**src/rtl/i2c_pkg.sv**
```systemverilog
// Purpose: shared I2C definitions (bus field widths, target FSM state encoding)
//          so the target and the master core can agree on them.
// Ports:   none (package).
package i2c_pkg;

  localparam int unsigned I2C_ADDR_W = 7;
  localparam int unsigned BYTE_W     = 8;

  typedef enum logic [3:0] {
    S_IDLE,
    S_ADDR,
    S_ADDR_ACK,
    S_PTR,
    S_PTR_ACK,
    S_WR_BYTE,
    S_WR_ACK,
    S_RD_BYTE,
    S_RD_ACK
  } i2c_state_t;

  // True when the upper 7 bits of an address byte select the given target.
  function automatic logic addr_match(input logic [BYTE_W-1:0]     i_byte,
                                      input logic [I2C_ADDR_W-1:0] i_addr);
    return i_byte[BYTE_W-1:1] == i_addr;
  endfunction

endpackage

```
**src/rtl/i2c_in_filter.sv**
```systemverilog
// Purpose: synchronise an asynchronous I2C pad input and reject glitches.
//          A new level is accepted only after FILTER consecutive equal samples.
// Ports:
//   aclk     in  clock
//   areset   in  asynchronous active-high reset (output resets to idle-high)
//   i_pad    in  raw pad level
//   o_level  out filtered level
module i2c_in_filter #(
  parameter int unsigned FILTER = 3
) (
  input  logic aclk,
  input  logic areset,
  input  logic i_pad,
  output logic o_level
);

  localparam int unsigned CNT_W = $clog2(FILTER + 1);

  logic             r_sync1;
  logic             r_sync2;
  logic             r_level;
  logic [CNT_W-1:0] r_cnt;

  // Two-flop synchroniser followed by a run-length counter on differing samples.
  always_ff @(posedge aclk or posedge areset) begin
    if (areset) begin
      r_sync1 <= 1'b1;
      r_sync2 <= 1'b1;
      r_level <= 1'b1;
      r_cnt   <= '0;
    end else begin
      r_sync1 <= i_pad;
      r_sync2 <= r_sync1;
      if (r_sync2 == r_level) begin
        r_cnt <= '0;
      end else if (r_cnt == CNT_W'(FILTER - 1)) begin
        r_level <= r_sync2;
        r_cnt   <= '0;
      end else begin
        r_cnt <= r_cnt + CNT_W'(1);
      end
    end
  end

  assign o_level = r_level;

endmodule

```
**src/rtl/i2c_target_regs.sv**
```systemverilog
// Purpose: I2C target with a byte register file shared with a local host.
//          Write transfer: first byte loads the register pointer, later bytes
//          write registers with auto-increment. Read transfer streams registers
//          from the pointer. START/STOP are honoured in every state.
// Ports:
//   aclk, areset          clock, asynchronous active-high reset
//   scl_in, sda_in        asynchronous bus inputs
//   sda_oe                1 = pull SDA low
//   host_addr/wdata/we    local host write port (index uses low log2(DEPTH) bits)
//   host_rdata            regs[host_addr], combinational
//   busy                  set on address match, cleared by STOP or address NACK
//   wr_pulse, wr_index    one-cycle strobe and index of each I2C register write
module i2c_target_regs
  import i2c_pkg::*;
#(
  parameter logic [I2C_ADDR_W-1:0] TARGET_ADDR = 7'h50,
  parameter int unsigned           DEPTH       = 16,
  parameter int unsigned           FILTER      = 3
) (
  input  logic              aclk,
  input  logic              areset,
  input  logic              scl_in,
  input  logic              sda_in,
  output logic              sda_oe,
  input  logic [BYTE_W-1:0] host_addr,
  input  logic [BYTE_W-1:0] host_wdata,
  input  logic              host_we,
  output logic [BYTE_W-1:0] host_rdata,
  output logic              busy,
  output logic              wr_pulse,
  output logic [BYTE_W-1:0] wr_index
);

  localparam int unsigned PTR_W = $clog2(DEPTH);
  localparam int unsigned CNT_W = 4;

  logic w_scl;
  logic w_sda;
  logic r_scl_q;
  logic r_sda_q;
  logic w_scl_rise;
  logic w_scl_fall;
  logic w_start;
  logic w_stop;

  i2c_state_t        r_state;
  i2c_state_t        w_state_nxt;
  logic              r_sda_oe;
  logic              w_sda_oe_nxt;
  logic              r_busy;
  logic              w_busy_nxt;
  logic [CNT_W-1:0]  r_bitcnt;
  logic [CNT_W-1:0]  w_bitcnt_nxt;
  logic [BYTE_W-1:0] r_shift;
  logic [BYTE_W-1:0] w_shift_nxt;
  logic [BYTE_W-2:0] r_tx;
  logic [BYTE_W-2:0] w_tx_nxt;
  logic              r_rw;
  logic              w_rw_nxt;
  logic [PTR_W-1:0]  r_ptr;
  logic [PTR_W-1:0]  w_ptr_nxt;
  logic              r_wr_pulse;
  logic [BYTE_W-1:0] r_wr_index;
  logic [BYTE_W-1:0] w_wr_index_nxt;
  logic              w_commit;
  logic              w_rd_load;
  logic [BYTE_W-1:0] w_rd_data;
  logic [PTR_W-1:0]  w_host_idx;
  logic              w_unused_host;

  logic [BYTE_W-1:0] r_regs [DEPTH];

  i2c_in_filter #(.FILTER(FILTER)) u_scl_filter (
    .aclk    (aclk),
    .areset  (areset),
    .i_pad   (scl_in),
    .o_level (w_scl)
  );

  i2c_in_filter #(.FILTER(FILTER)) u_sda_filter (
    .aclk    (aclk),
    .areset  (areset),
    .i_pad   (sda_in),
    .o_level (w_sda)
  );

  // Bus events from the filtered lines.
  assign w_scl_rise = w_scl & ~r_scl_q;
  assign w_scl_fall = ~w_scl & r_scl_q;
  assign w_start    = r_scl_q & w_scl & r_sda_q & ~w_sda;
  assign w_stop     = r_scl_q & w_scl & ~r_sda_q & w_sda;

  assign w_rd_data     = r_regs[r_ptr];
  assign w_host_idx    = host_addr[PTR_W-1:0];
  assign w_unused_host = ^host_addr;

  // Next-state and datapath decode.
  always_comb begin
    w_state_nxt    = r_state;
    w_sda_oe_nxt   = r_sda_oe;
    w_busy_nxt     = r_busy;
    w_bitcnt_nxt   = r_bitcnt;
    w_shift_nxt    = r_shift;
    w_tx_nxt       = r_tx;
    w_rw_nxt       = r_rw;
    w_ptr_nxt      = r_ptr;
    w_wr_index_nxt = r_wr_index;
    w_commit       = 1'b0;
    w_rd_load      = 1'b0;

    if (w_stop) begin
      w_state_nxt  = S_IDLE;
      w_sda_oe_nxt = 1'b0;
      w_busy_nxt   = 1'b0;
      w_bitcnt_nxt = '0;
    end else if (w_start) begin
      w_state_nxt  = S_ADDR;
      w_sda_oe_nxt = 1'b0;
      w_bitcnt_nxt = '0;
    end else begin
      case (r_state)
        S_ADDR, S_PTR, S_WR_BYTE: begin
          if (w_scl_rise) begin
            w_shift_nxt  = {r_shift[BYTE_W-2:0], w_sda};
            w_bitcnt_nxt = r_bitcnt + CNT_W'(1);
          end else if (w_scl_fall && r_bitcnt == CNT_W'(BYTE_W)) begin
            w_bitcnt_nxt = '0;
            w_sda_oe_nxt = 1'b1;
            if (r_state == S_ADDR) begin
              if (addr_match(r_shift, TARGET_ADDR)) begin
                w_busy_nxt  = 1'b1;
                w_rw_nxt    = r_shift[0];
                w_state_nxt = S_ADDR_ACK;
              end else begin
                w_sda_oe_nxt = 1'b0;
                w_busy_nxt   = 1'b0;
                w_state_nxt  = S_IDLE;
              end
            end else if (r_state == S_PTR) begin
              w_ptr_nxt   = r_shift[PTR_W-1:0];
              w_state_nxt = S_PTR_ACK;
            end else begin
              w_commit       = 1'b1;
              w_wr_index_nxt = BYTE_W'(r_ptr);
              w_ptr_nxt      = r_ptr + PTR_W'(1);
              w_state_nxt    = S_WR_ACK;
            end
          end
        end
        S_ADDR_ACK: begin
          if (w_scl_fall) begin
            w_sda_oe_nxt = 1'b0;
            w_bitcnt_nxt = '0;
            if (r_rw) w_rd_load = 1'b1;
            else      w_state_nxt = S_PTR;
          end
        end
        S_PTR_ACK, S_WR_ACK: begin
          if (w_scl_fall) begin
            w_sda_oe_nxt = 1'b0;
            w_bitcnt_nxt = '0;
            w_state_nxt  = S_WR_BYTE;
          end
        end
        S_RD_BYTE: begin
          // Bit 7 went out on entry; falls 1..7 shift out bits 6..0, fall 8 releases.
          if (w_scl_fall) begin
            if (r_bitcnt == CNT_W'(BYTE_W - 1)) begin
              w_sda_oe_nxt = 1'b0;
              w_bitcnt_nxt = '0;
              w_state_nxt  = S_RD_ACK;
            end else begin
              w_sda_oe_nxt = ~r_tx[BYTE_W-2];
              w_tx_nxt     = {r_tx[BYTE_W-3:0], 1'b0};
              w_bitcnt_nxt = r_bitcnt + CNT_W'(1);
            end
          end
        end
        S_RD_ACK: begin
          // A fall can only follow the ACK-bit rise, so reaching it means master ACK.
          if (w_scl_rise && w_sda) w_state_nxt = S_IDLE;
          else if (w_scl_fall)     w_rd_load   = 1'b1;
        end
        default: ;
      endcase
    end

    // Latch the next read byte, advance the pointer and drive its MSB.
    if (w_rd_load) begin
      w_tx_nxt     = w_rd_data[BYTE_W-2:0];
      w_sda_oe_nxt = ~w_rd_data[BYTE_W-1];
      w_ptr_nxt    = r_ptr + PTR_W'(1);
      w_bitcnt_nxt = '0;
      w_state_nxt  = S_RD_BYTE;
    end
  end

  // State and datapath registers.
  always_ff @(posedge aclk or posedge areset) begin
    if (areset) begin
      r_state    <= S_IDLE;
      r_scl_q    <= 1'b1;
      r_sda_q    <= 1'b1;
      r_sda_oe   <= 1'b0;
      r_busy     <= 1'b0;
      r_bitcnt   <= '0;
      r_shift    <= '0;
      r_tx       <= '0;
      r_rw       <= 1'b0;
      r_ptr      <= '0;
      r_wr_pulse <= 1'b0;
      r_wr_index <= '0;
    end else begin
      r_state    <= w_state_nxt;
      r_scl_q    <= w_scl;
      r_sda_q    <= w_sda;
      r_sda_oe   <= w_sda_oe_nxt;
      r_busy     <= w_busy_nxt;
      r_bitcnt   <= w_bitcnt_nxt;
      r_shift    <= w_shift_nxt;
      r_tx       <= w_tx_nxt;
      r_rw       <= w_rw_nxt;
      r_ptr      <= w_ptr_nxt;
      r_wr_pulse <= w_commit;
      r_wr_index <= w_wr_index_nxt;
    end
  end

  // Register file; an I2C commit beats a host write to the same index.
  always_ff @(posedge aclk or posedge areset) begin
    if (areset) begin
      for (int i = 0; i < int'(DEPTH); i++) r_regs[i] <= '0;
    end else begin
      for (int i = 0; i < int'(DEPTH); i++) begin
        if (w_commit && r_ptr == PTR_W'(i))             r_regs[i] <= r_shift;
        else if (host_we && w_host_idx == PTR_W'(i))    r_regs[i] <= host_wdata;
      end
    end
  end

  assign sda_oe     = r_sda_oe;
  assign busy       = r_busy;
  assign wr_pulse   = r_wr_pulse;
  assign wr_index   = r_wr_index;
  assign host_rdata = r_regs[w_host_idx];

endmodule

```
**config.mk**
```make
export PLATFORM = sky130hd
export DESIGN_NAME = i2c_target_regs
export DESIGN_NICKNAME = d
export VERILOG_FILES = /design/src/rtl/i2c_pkg.sv /design/src/rtl/i2c_in_filter.sv /design/src/rtl/i2c_target_regs.sv
export SDC_FILE = /design/constraint.sdc
export NUM_CORES = 1
export LEC_CHECK = 0
export ABC_AREA = 1
export BUFFER_PORTS_ARGS = -buffer_cell sky130_fd_sc_hd__buf_2
export CORE_ASPECT_RATIO = 0.5
export CORE_MARGIN = 10
export CORE_UTILIZATION = 40
export DETAILED_ROUTE_END_ITERATION = 16
export PLACE_DENSITY = 0.63
export SLEW_MARGIN = 0
export SYNTH_ARGS = -nofsm -noshare
export SYNTH_HDL_FRONTEND = slang
export SYNTH_HIERARCHICAL = 1
export SYNTH_SLANG_ARGS = --single-unit
export TNS_END_PERCENT = 5
```
**constraint.sdc**
```tcl
create_clock -name aclk -period 4.9 [get_ports aclk]
set_input_delay 0.49 -clock aclk [delete_from_list [all_inputs] [get_ports aclk]]
set_output_delay 0.49 -clock aclk [all_outputs]
set_load 0.1 [all_outputs]
```
# Word-level counts from Yosys, hierarchy flattened
# Index checks and enable logic that the tools add are counted.
# classes
order_cmp	2
muxes	111
add_sub_neg	4
eq_ne	62
bitwise	22
multipliers	0
div_mod_pow	0
shift	0
reduce_logical	75
# ops
cell	count
$mux W8	36
$mux W4	28
$eq A4 B4 Y1 const B	18
$bmux W8 S4	2
$eq A4 B3 Y1 const B	13
$reduce_bool A2 Y1	23
$mux W7	6
$ne A5 B5 Y1 const B	8
$logic_and A1 B1 Y1	34
$mux W1	29
$eq A4 B2 Y1 const B	6
$pmux W4 S5	1
$reduce_and A5 Y1	3
$reduce_and A7 Y1	2
$not A1 Y1	13
$eq A4 B1 Y1 const B	3
$mux W2	6
$pmux W4 S3	1
$ge A5 B5 Y1 const B	2
$ne A2 B1 Y1 const B	5
$not A4 Y5	2
$reduce_and A9 Y1	1
$add A4 B1 Y4 const B	2
$logic_not A4 Y1	2
other kinds (17)	30
# totals
mem_bits_rw	0
memories	0
romBits	0
register_bits	175
in_bits	21
output_inout_bits	19
wordCells	312
latchBits	0

# Logic depth before layout (Yosys ltp)
# Gate-level depths: netlist of run 1.
# logic_depth
word_depth	10
mapped_depth	12
ltp_nobuf	11

# Modules after synthesis
# The synthesis of run 1 kept the hierarchy.
# by_module_without_submodules
module	area_per_inst_um2	n_inst	seq_area_each_um2	cells_per_inst
i2c_target_regs	10622.7	1	4131.5	1454
i2c_in_filter	193.9	2	128.9	22

# Least setup slack after synthesis of run 1
# OpenSTA, ideal clock, no wires.
# synth_path
path_type	input to output
start	in host_addr[0]
end	out host_rdata[3]
setup_slack_ns	2.205
t_required_ns	4.410
stages	9
arrival_time_ns	2.205
n_path_buf	2
path_cell_list	inv_1 > nand2_1 > inv_1 > buf_2 > buf_1 > a22oi_1 > nand2_1 > nand2_1 > nand4_1
# synth_between
elab_chain_len	4
# synth_rtl
element	line_no	source
start, declared	i2c_target_regs.sv:25	input logic [BYTE_W-1:0] host_addr,
$not A4 Y5 (not written as such)	i2c_target_regs.sv:245	assign host_rdata = r_regs[w_host_idx];
$bmux W8 S4	i2c_target_regs.sv:245	
$mux W8 (not written as such) (2 in a row)	i2c_target_regs.sv:245	
end, declared	i2c_target_regs.sv:28	output logic [BYTE_W-1:0] host_rdata,
# Every way passes these cells. The select of a mux whose other input is x is not followed.

# Final worst setup path of run 1
# layout_path
start	in host_addr[1]
end	out host_rdata[7]
# The elaborated chain is that of the path after synthesis.

==> results of run 1 <==
-- per-stage QoR --
stage | utilization, % | instances | total power (W) | hold slack (ns) | cell area [µm²]
6_report | 44.1 | 1839 | 0.00555 | 0.137 | 11800
5_1_grt | 44.1 | 1839 | 0.00591 | 0.116 | 11800
4_1_cts | 44.1 | 1839 | 0.00552 | 0.115 | 11800
3_5_place_dp | 41.9 | 1807 | 0.00412 | 0.350 | 11200
3_3_place_gp | 41.9 | 1807 | 0.00406 | 0.348 | 11200
2_1_floorplan | - | 1501 | 0.00351 | 0.266 | 11000
-- critical path: stages --
cell and delay [ns]:
sky130_fd_sc_hd__buf_2 0.12, sky130_fd_sc_hd__nand2_1 0.32, sky130_fd_sc_hd__inv_1 0.84, sky130_fd_sc_hd__a22oi_1 0.20
sky130_fd_sc_hd__nand2_1 0.20, sky130_fd_sc_hd__nand2_1 0.10, sky130_fd_sc_hd__nand4_1 0.15, sky130_fd_sc_hd__buf_2 0.45
-- per-layer routing --
| metal | global-route usage, % | part of all wire (%) |
|---|---|---|
| met3 | 6.54 | 13 |
| met1 | 30.6 | 45 |
| met2 | 30.6 | 41 |
| met5 | 0 | 0 |
| met4 | 5.88 | 1.9 |
-- how the worst min path moves through the flow --
stage | startpoint | end | slack (ns) | cells past startpoint
final | scl_in | u_scl_filter/r_sync1 | 0.14 | 1
after global routing | sda_in | u_sda_filter/r_sync1 | 0.12 | 1
after CTS | sda_in | u_sda_filter/r_sync1 | 0.11 | 1
after detailed placement | u_sda_filter/r_sync1 | u_sda_filter/r_sync2 | 0.35 | 0
after global placement | u_sda_filter/r_sync1 | u_sda_filter/r_sync2 | 0.35 | 0
after floorplan | areset | u_scl_filter/r_cnt[0] | 0.27 | 1
-- power by group through the flow --
stage          Clock (W)  Sequential, W  Combinational [W]
3_5_place_dp           0        0.00211            0.00201
6_report         0.00139        0.00210            0.00206
5_1_grt          0.00147        0.00215            0.00229
3_3_place_gp           0        0.00210            0.00196
4_1_cts          0.00141        0.00209            0.00202
2_1_floorplan          0        0.00206            0.00146
-- flip-flops by register name, indices dropped and copies added, names as in the netlist, 2 cells and up --
| register | flops |
|---|---|
| r_regs | 128 |
| r_bitcnt | 4 |
| wr_index | 4 |
| r_shift | 8 |
| u_scl_filter/r_cnt | 2 |
| r_tx | 7 |
| u_sda_filter/r_cnt | 2 |
| r_ptr | 4 |
| r_state | 4 |
-- logic make-up (layout without fill, tap and decap cells) --
kind of cell	Yosys count	count (layout)	share of synthesized area [%]
AND/OR/NAND/NOR	783	783	30.6
flip-flops	175	175	39.9
adder cells (fa/ha/maj)	6	6	0.682
buffers and inverters	221	207	9.00
other	1	4	0.0341
XOR/XNOR	4	4	0.318
AO/OA/AOI/OAI	308	308	19.5
-- cells in the final DEF, fill, tap and decap left out, drive strengths merged --
cell,count
nand3,183
o211ai,140
buf,40
nor3,1
clkinv,15
a21oi,18
a22oi,29
nor2,105
dlygate4sd3,1
dfrtp,167
conb,4
xnor2,1
ha,6
clkinvlp,5
clkbuf,19
bufinv,2
xor2,3
nand4,10
o31ai,1
nand3b,2
nand2,482
a31oi,1
o21ai,119
inv,125
dfstp,8
-- layout make-up --
| class | instances | area (µm²) | share of cell area [%] |
|---|---|---|---|
| clock buffer | 19 | 443 | 3.75 |
| sequential | 175 | 4390 | 37.2 |
| multi-input combinational | 1105 | 5640 | 47.8 |
| timing repair buffer | 41 | 245 | 2.08 |
| tap | 352 | 440 | 3.73 |
| inverter | 135 | 510 | 4.32 |
| clock inverter | 12 | 135 | 1.14 |
==> results.sh, run 1 <==
export IMPL_top_area_cell_type_share_of_the_netlist_area_pct=38.0
export IMPL_min_period_over_period_pct=69.0
export IMPL_dpl_worst_slack_ns=1.60
export IMPL_yosysWarnings=6
export IMPL_critPathCaptureType="output pin"
export IMPL_insertedDiodeCount=0
export IMPL_nFillCells=2661
export IMPL_synth_edff_count=0
export IMPL_synth_area_per_cell_um2=7.35
export IMPL_route_antenna_remaining_nets=0
export IMPL_hp_class="input pin to flop"
export IMPL_sequential_area_share_after_synthesis_pct=39.9
export IMPL_pin_count_of_the_biggest_net_entering_global_routing=166
export IMPL_critical_path_max_fanout=23
export IMPL_initial_antenna_violation_count=1
export IMPL_cp_required_ns=4.41
export IMPL_critical_path_startpoint_type="input pin"
export IMPL_fmaxAchievable_mhz=296
export IMPL_critical_path_startpoint="host_addr[1]"
export IMPL_postSynthRegisterBits=175
export IMPL_num_rows=42
export IMPL_drv_cap=0
export IMPL_worst_setup_path_endpoint="host_rdata[7]"
export IMPL_die_width_um=255
export IMPL_area_growth_syn_to_layout_pct=7.23
export IMPL_power_share_switching_pct=43.3
export IMPL_rsz0062_at_grt="no"
export IMPL_clk_pin_slew_worst_paths_ns=0.06
export IMPL_synthesis_area_um2=11000
export IMPL_cts_root_buffer_cell="sky130_fd_sc_hd__clkbuf_16"
export IMPL_firstDrtPassIters=6
export IMPL_postSynth_topFlopCell="sky130_fd_sc_hd__dfrtp_1"
export IMPL_core_area_um2=26700
export IMPL_drc=0
export IMPL_rrSetupSlack_ns=2.12
export IMPL_final_max_slew_violation_count=0
export IMPL_critical_path_arrival_ns=2.89
export IMPL_tightestPinTransition_ns=1.15
export IMPL_grt_util_all_layers_pct=21.4
export IMPL_wirelength_routed_mm=37.2
export IMPL_worst_r2r_path_depth=12
export IMPL_grt_first_pass_wirelength_mm=57.6
export IMPL_finalCriticalPeriod_ns=3.38
export IMPL_cts_repair_resized=0
export IMPL_maximum_buffer_depth_of_the_clock_tree=2
export IMPL_timing_rr_start="r_bitcnt[0]"
export IMPL_p_switching_w=0.00241
export IMPL_setup_tns_final_ns=0
export IMPL_via_count_of_the_routed_design=10787
export IMPL_synthesis_instances=1498
export IMPL_floorplan_io_pins=40
export IMPL_floorplan_initialDensity_pct=41.2
export IMPL_worst_clock_skew_ns=0.0170
export IMPL_numClockSinks=175
export IMPL_gp_congestion=1.05
export IMPL_cts_hold_buf=1
export IMPL_worstSkewPairLatency_ns=0.46
export IMPL_synth_area_leader_cell="sky130_fd_sc_hd__dfrtp_1"
export IMPL_leakage_nw=5.56
export IMPL_criticalPathCategory="input pin to output pin"
export IMPL_drive_gt1_share_pct=11.1
export IMPL_netlist_top_cells_count="sky130_fd_sc_hd__nand2_1 (466), sky130_fd_sc_hd__nand3_1 (183), sky130_fd_sc_hd__dfrtp_1 (167), sky130_fd_sc_hd__o21ai_0 (112), sky130_fd_sc_hd__o211ai_1 (106)"
export IMPL_hpwlAfterDp_mm=24.9
export IMPL_synth_most_common_cell="sky130_fd_sc_hd__nand2_1"
export IMPL_netlist_cell_type_count=33
export IMPL_routed_via_density=5.87
export IMPL_finalNetCount=1502
export IMPL_final_critical_path_setup_slack_ns=1.52
export IMPL_drtIter0Drc=1581
export IMPL_post_cts_setup_buffers=0
export IMPL_maxSlewHeadroom_pct=23.3
export IMPL_synth_area_top_cells="sky130_fd_sc_hd__dfrtp_1 (38%), sky130_fd_sc_hd__nand2_1 (16%), sky130_fd_sc_hd__nand3_1 (8.3%)"
export IMPL_clkPwrFrac_pct=25.1
export IMPL_powerDensity_nw_per_um2=470
export IMPL_internal_power_w=0.00315
export IMPL_wire_per_inst_um=20.2
export IMPL_seq_power_share_pct=37.9
export IMPL_globalRouteOverflowTotal=0
export IMPL_finalHoldViolations=0
export IMPL_design_die_area_um2=35000
export IMPL_result_of_the_run="finished, final reports clean"
export IMPL_grt_pass1_vias=9801
export IMPL_worst_ir_drop_vdd_uv=251
export IMPL_die_y_um=137
export IMPL_cts_htree_levels=4
export IMPL_r2r_end="r_regs[26]"
export IMPL_cts_buffers=17
export IMPL_cts_tree="yes"
export IMPL_proportion_of_power_drawn_by_combinational_gates_pct=37.0
export IMPL_port_buffers=31
export IMPL_synthArstFlopShare_pct=100
export IMPL_finalSetupViolCount=0
No activity file was read; power rests on OpenSTA's default activity.
==> run 2: changes to the inputs <==
--- a/config.mk
+++ b/config.mk
@@ -11,7 +11,7 @@
 export CORE_MARGIN = 10
 export CORE_UTILIZATION = 40
 export DETAILED_ROUTE_END_ITERATION = 16
-export PLACE_DENSITY = 0.63
+export PLACE_DENSITY = 0.61
 export SLEW_MARGIN = 0
 export SYNTH_ARGS = -nofsm -noshare
 export SYNTH_HDL_FRONTEND = slang
==> constraint.sdc (replaced) <==
create_clock -name aclk -period 3.15 [get_ports aclk]
set_input_delay 0.315 -clock aclk [delete_from_list [all_inputs] [get_ports aclk]]
set_output_delay 0.315 -clock aclk [all_outputs]
set_load 0.1 [all_outputs]
==> run 2 against run 1 <==
Sequential power grew 56%. Utilization grew 1.2 points. Worst setup slack lost 0.88 ns. Power grew 61%. First-iteration DRC count grew 1.8%. Flip-flop and latch count is the same. Wire length grew 2.2%. Clock power grew 72%. Combinational power grew 60%. Register-to-register slack lost 1.4 ns. Final cell count grew 0.98%. Highest routed layer unchanged.
==> results.sh, run 2 (synthesis results as in run 1) <==
export IMPL_largest_register_ff_count=128
export IMPL_hp_class="input pin to async pin"
export IMPL_port_buffers=31
export IMPL_met2RoutedLength_mm=15.7
export IMPL_rrSetupSlack_ns=0.73
export IMPL_post_cts_setup_buffers=0
export IMPL_min_period_over_period_pct=79.7
export IMPL_max_flop_register="r_regs"
export IMPL_final_cells=1857
export IMPL_finalCriticalPeriod_ns=2.51
export IMPL_proportion_of_power_drawn_by_combinational_gates_pct=36.8
export IMPL_floorplan_io_pins=40
export IMPL_finalHoldViolations=0
export IMPL_die_width_um=255
export IMPL_finalNetCount=1519
export IMPL_critical_path_max_fanout=11
export IMPL_criticalPathCategory="input pin to output pin"
export IMPL_firstDrtPassIters=8
export IMPL_mostFrequentLayoutCells="sky130_fd_sc_hd__nand2_1 (466), sky130_fd_sc_hd__nand3_1 (183), sky130_fd_sc_hd__dfrtp_1 (166)"
export IMPL_worstSkewPairLatency_ns=0.46
export IMPL_grt_pass1_vias=9684
export IMPL_finalSetupViolCount=0
export IMPL_critical_path_arrival_ns=2.20
export IMPL_route_antenna_remaining_nets=0
export IMPL_worst_ir_drop_vdd_uv=386
export IMPL_clkPwrFrac_pct=26.7
export IMPL_floorplan_initialDensity_pct=41.2
export IMPL_globalRouteOverflowTotal=0
export IMPL_critPathCaptureType="output pin"
export IMPL_clk_pin_slew_worst_paths_ns=0.07
export IMPL_cts_htree_levels=4
export IMPL_fmaxAchievable_mhz=398
export IMPL_grt_first_pass_wirelength_mm=58.7
export IMPL_p_switching_w=0.00382
export IMPL_powerDensity_nw_per_um2=739
export IMPL_num_rows=42
export IMPL_placedCellCount=1822
export IMPL_core_area_um2=26700
export IMPL_internal_power_w=0.00514
export IMPL_drv_cap=0
export IMPL_worst_clock_skew_ns=0.0152
export IMPL_r2r_end="sda_oe"
export IMPL_hpwlAfterDp_mm=25.9
export IMPL_initial_antenna_violation_count=0
export IMPL_drive_gt1_share_pct=12.2
export IMPL_seq_power_share_pct=36.5
export IMPL_worst_r2r_path_depth=11
export IMPL_critical_path_startpoint_type="input pin"
export IMPL_largestRegisters="r_regs x128, r_shift x8, r_tx x7"
export IMPL_rsz0062_at_grt="no"
export IMPL_met3RoutedLength_mm=3.79
export IMPL_insertedDiodeCount=0
export IMPL_pin_count_of_the_biggest_net_entering_global_routing=82
export IMPL_die_y_um=137
export IMPL_gp_congestion=1.03
export IMPL_layout_cells_most_common="sky130_fd_sc_hd__nand2_1"
export IMPL_drc=0
export IMPL_drtIter0Drc=1610
export IMPL_wirelength_routed_mm=38.0
export IMPL_setup_tns_final_ns=0
export IMPL_drt_met1_wl_mm=17.9
export IMPL_power_share_switching_pct=42.6
export IMPL_routed_via_density=5.75
export IMPL_grt_util_all_layers_pct=22.0
export IMPL_maxSlewHeadroom_pct=32.8
export IMPL_top_layer_used="met4"
export IMPL_leakage_nw=5.72
export IMPL_final_max_slew_violation_count=0
export IMPL_cts_root_buffer_cell="sky130_fd_sc_hd__clkbuf_16"
export IMPL_tightestPinTransition_ns=1.00
export IMPL_wire_per_inst_um=20.5
export IMPL_maximum_buffer_depth_of_the_clock_tree=2
export IMPL_cts_tree="yes"
export IMPL_cts_buffers=17
export IMPL_design_die_area_um2=35000
export IMPL_timing_rr_start="r_ptr[0]"
export IMPL_result_of_the_run="finished, final reports clean"
export IMPL_cp_required_ns=2.83
export IMPL_via_count_of_the_routed_design=10673
export IMPL_numClockSinks=175
export IMPL_area_growth_syn_to_layout_pct=10.1
run 2: cell types whose count changed in the layout (fill, tap and decap cells not counted):
cell / before / now
sky130_fd_sc_hd__buf_4: 8 / 22
sky130_fd_sc_hd__buf_12: 1 / 9
sky130_fd_sc_hd__inv_6: 3 / 4
sky130_fd_sc_hd__buf_2: 31 / 24
sky130_fd_sc_hd__clkinv_2: 2 / 1
sky130_fd_sc_hd__clkinvlp_4: 5 / 2
sky130_fd_sc_hd__inv_2: 24 / 25
sky130_fd_sc_hd__dlygate4sd3_1: 1 / 3
sky130_fd_sc_hd__clkbuf_1: 1 / 0
sky130_fd_sc_hd__clkinv_1: 12 / 11
sky130_fd_sc_hd__bufinv_16: 2 / 4
sky130_fd_sc_hd__clkinv_4: 1 / 4
run 2: worst max path at each step:
stage	from	to	slack, ns	depth (start not counted)
6_report	host_addr[0]	host_rdata[4]	0.64	10
5_1_grt	r_bitcnt[0]	r_regs[16]	0.57	12
4_1_cts	host_addr[0]	host_rdata[4]	0.72	10
3_5_place_dp	host_addr[0]	host_rdata[4]	0.73	10
3_3_place_gp	host_addr[0]	host_rdata[4]	0.75	10
2_1_floorplan	areset	busy	0.74	1
run 2: through the flow:
step	setup slack (ns)	instance area, µm²	hold slack, ns	util [%]	power, W
finish	0.639	12100	0.324	45.3	0.00896
global placement	0.745	11400	0.249	42.8	0.00644
detailed placement	0.730	11400	0.254	42.8	0.00652
CTS	0.721	12100	0.303	45.3	0.00893
global route	0.566	12100	0.335	45.3	0.00952
floorplan	0.738	11000	0.0913	-	0.00547
run 2: critical path, stage by stage:
cell and delay, ns:
sky130_fd_sc_hd__buf_2 0.10, sky130_fd_sc_hd__inv_1 0.05, sky130_fd_sc_hd__nand2_1 0.21, sky130_fd_sc_hd__inv_1 0.16, sky130_fd_sc_hd__buf_4 0.22, sky130_fd_sc_hd__nand2_1 0.06
sky130_fd_sc_hd__o21ai_0 0.07, sky130_fd_sc_hd__o21ai_0 0.49, sky130_fd_sc_hd__nand4_1 0.27, sky130_fd_sc_hd__buf_12 0.24
run 2: power groups by stage:
stage / logic (W) / clock network (W) / registers, W
after global placement: 0.00318 / 0 / 0.00327
final: 0.00330 / 0.00239 / 0.00327
after CTS: 0.00325 / 0.00243 / 0.00325
after global routing: 0.00367 / 0.00251 / 0.00334
after floorplan: 0.00227 / 0 / 0.00320
after detailed placement: 0.00324 / 0 / 0.00328
run 2: layer usage:
layer / vias up / track usage, %
met5: - / 0
met4: 0 / 6.51
met3: 43 / 4.72
met2: 526 / 30.9
met1: 5111 / 32.7
li1: 4993 / -
run 2: area by class of cell:
type / instances / area, µm²
multi-input cells: 1105 / 5640
inverters: 135 / 510
repair buffers: 58 / 495
clock inverters: 14 / 203
well taps: 352 / 440
fillers: 2635 / 14600
flip-flops and latches: 175 / 4390
clock buffers: 18 / 439
run 2: timing repair:
action	in CTS	in global routing
endpoints found under the hold margin	23	0
resized for setup	0	0
hold buffers	3	0
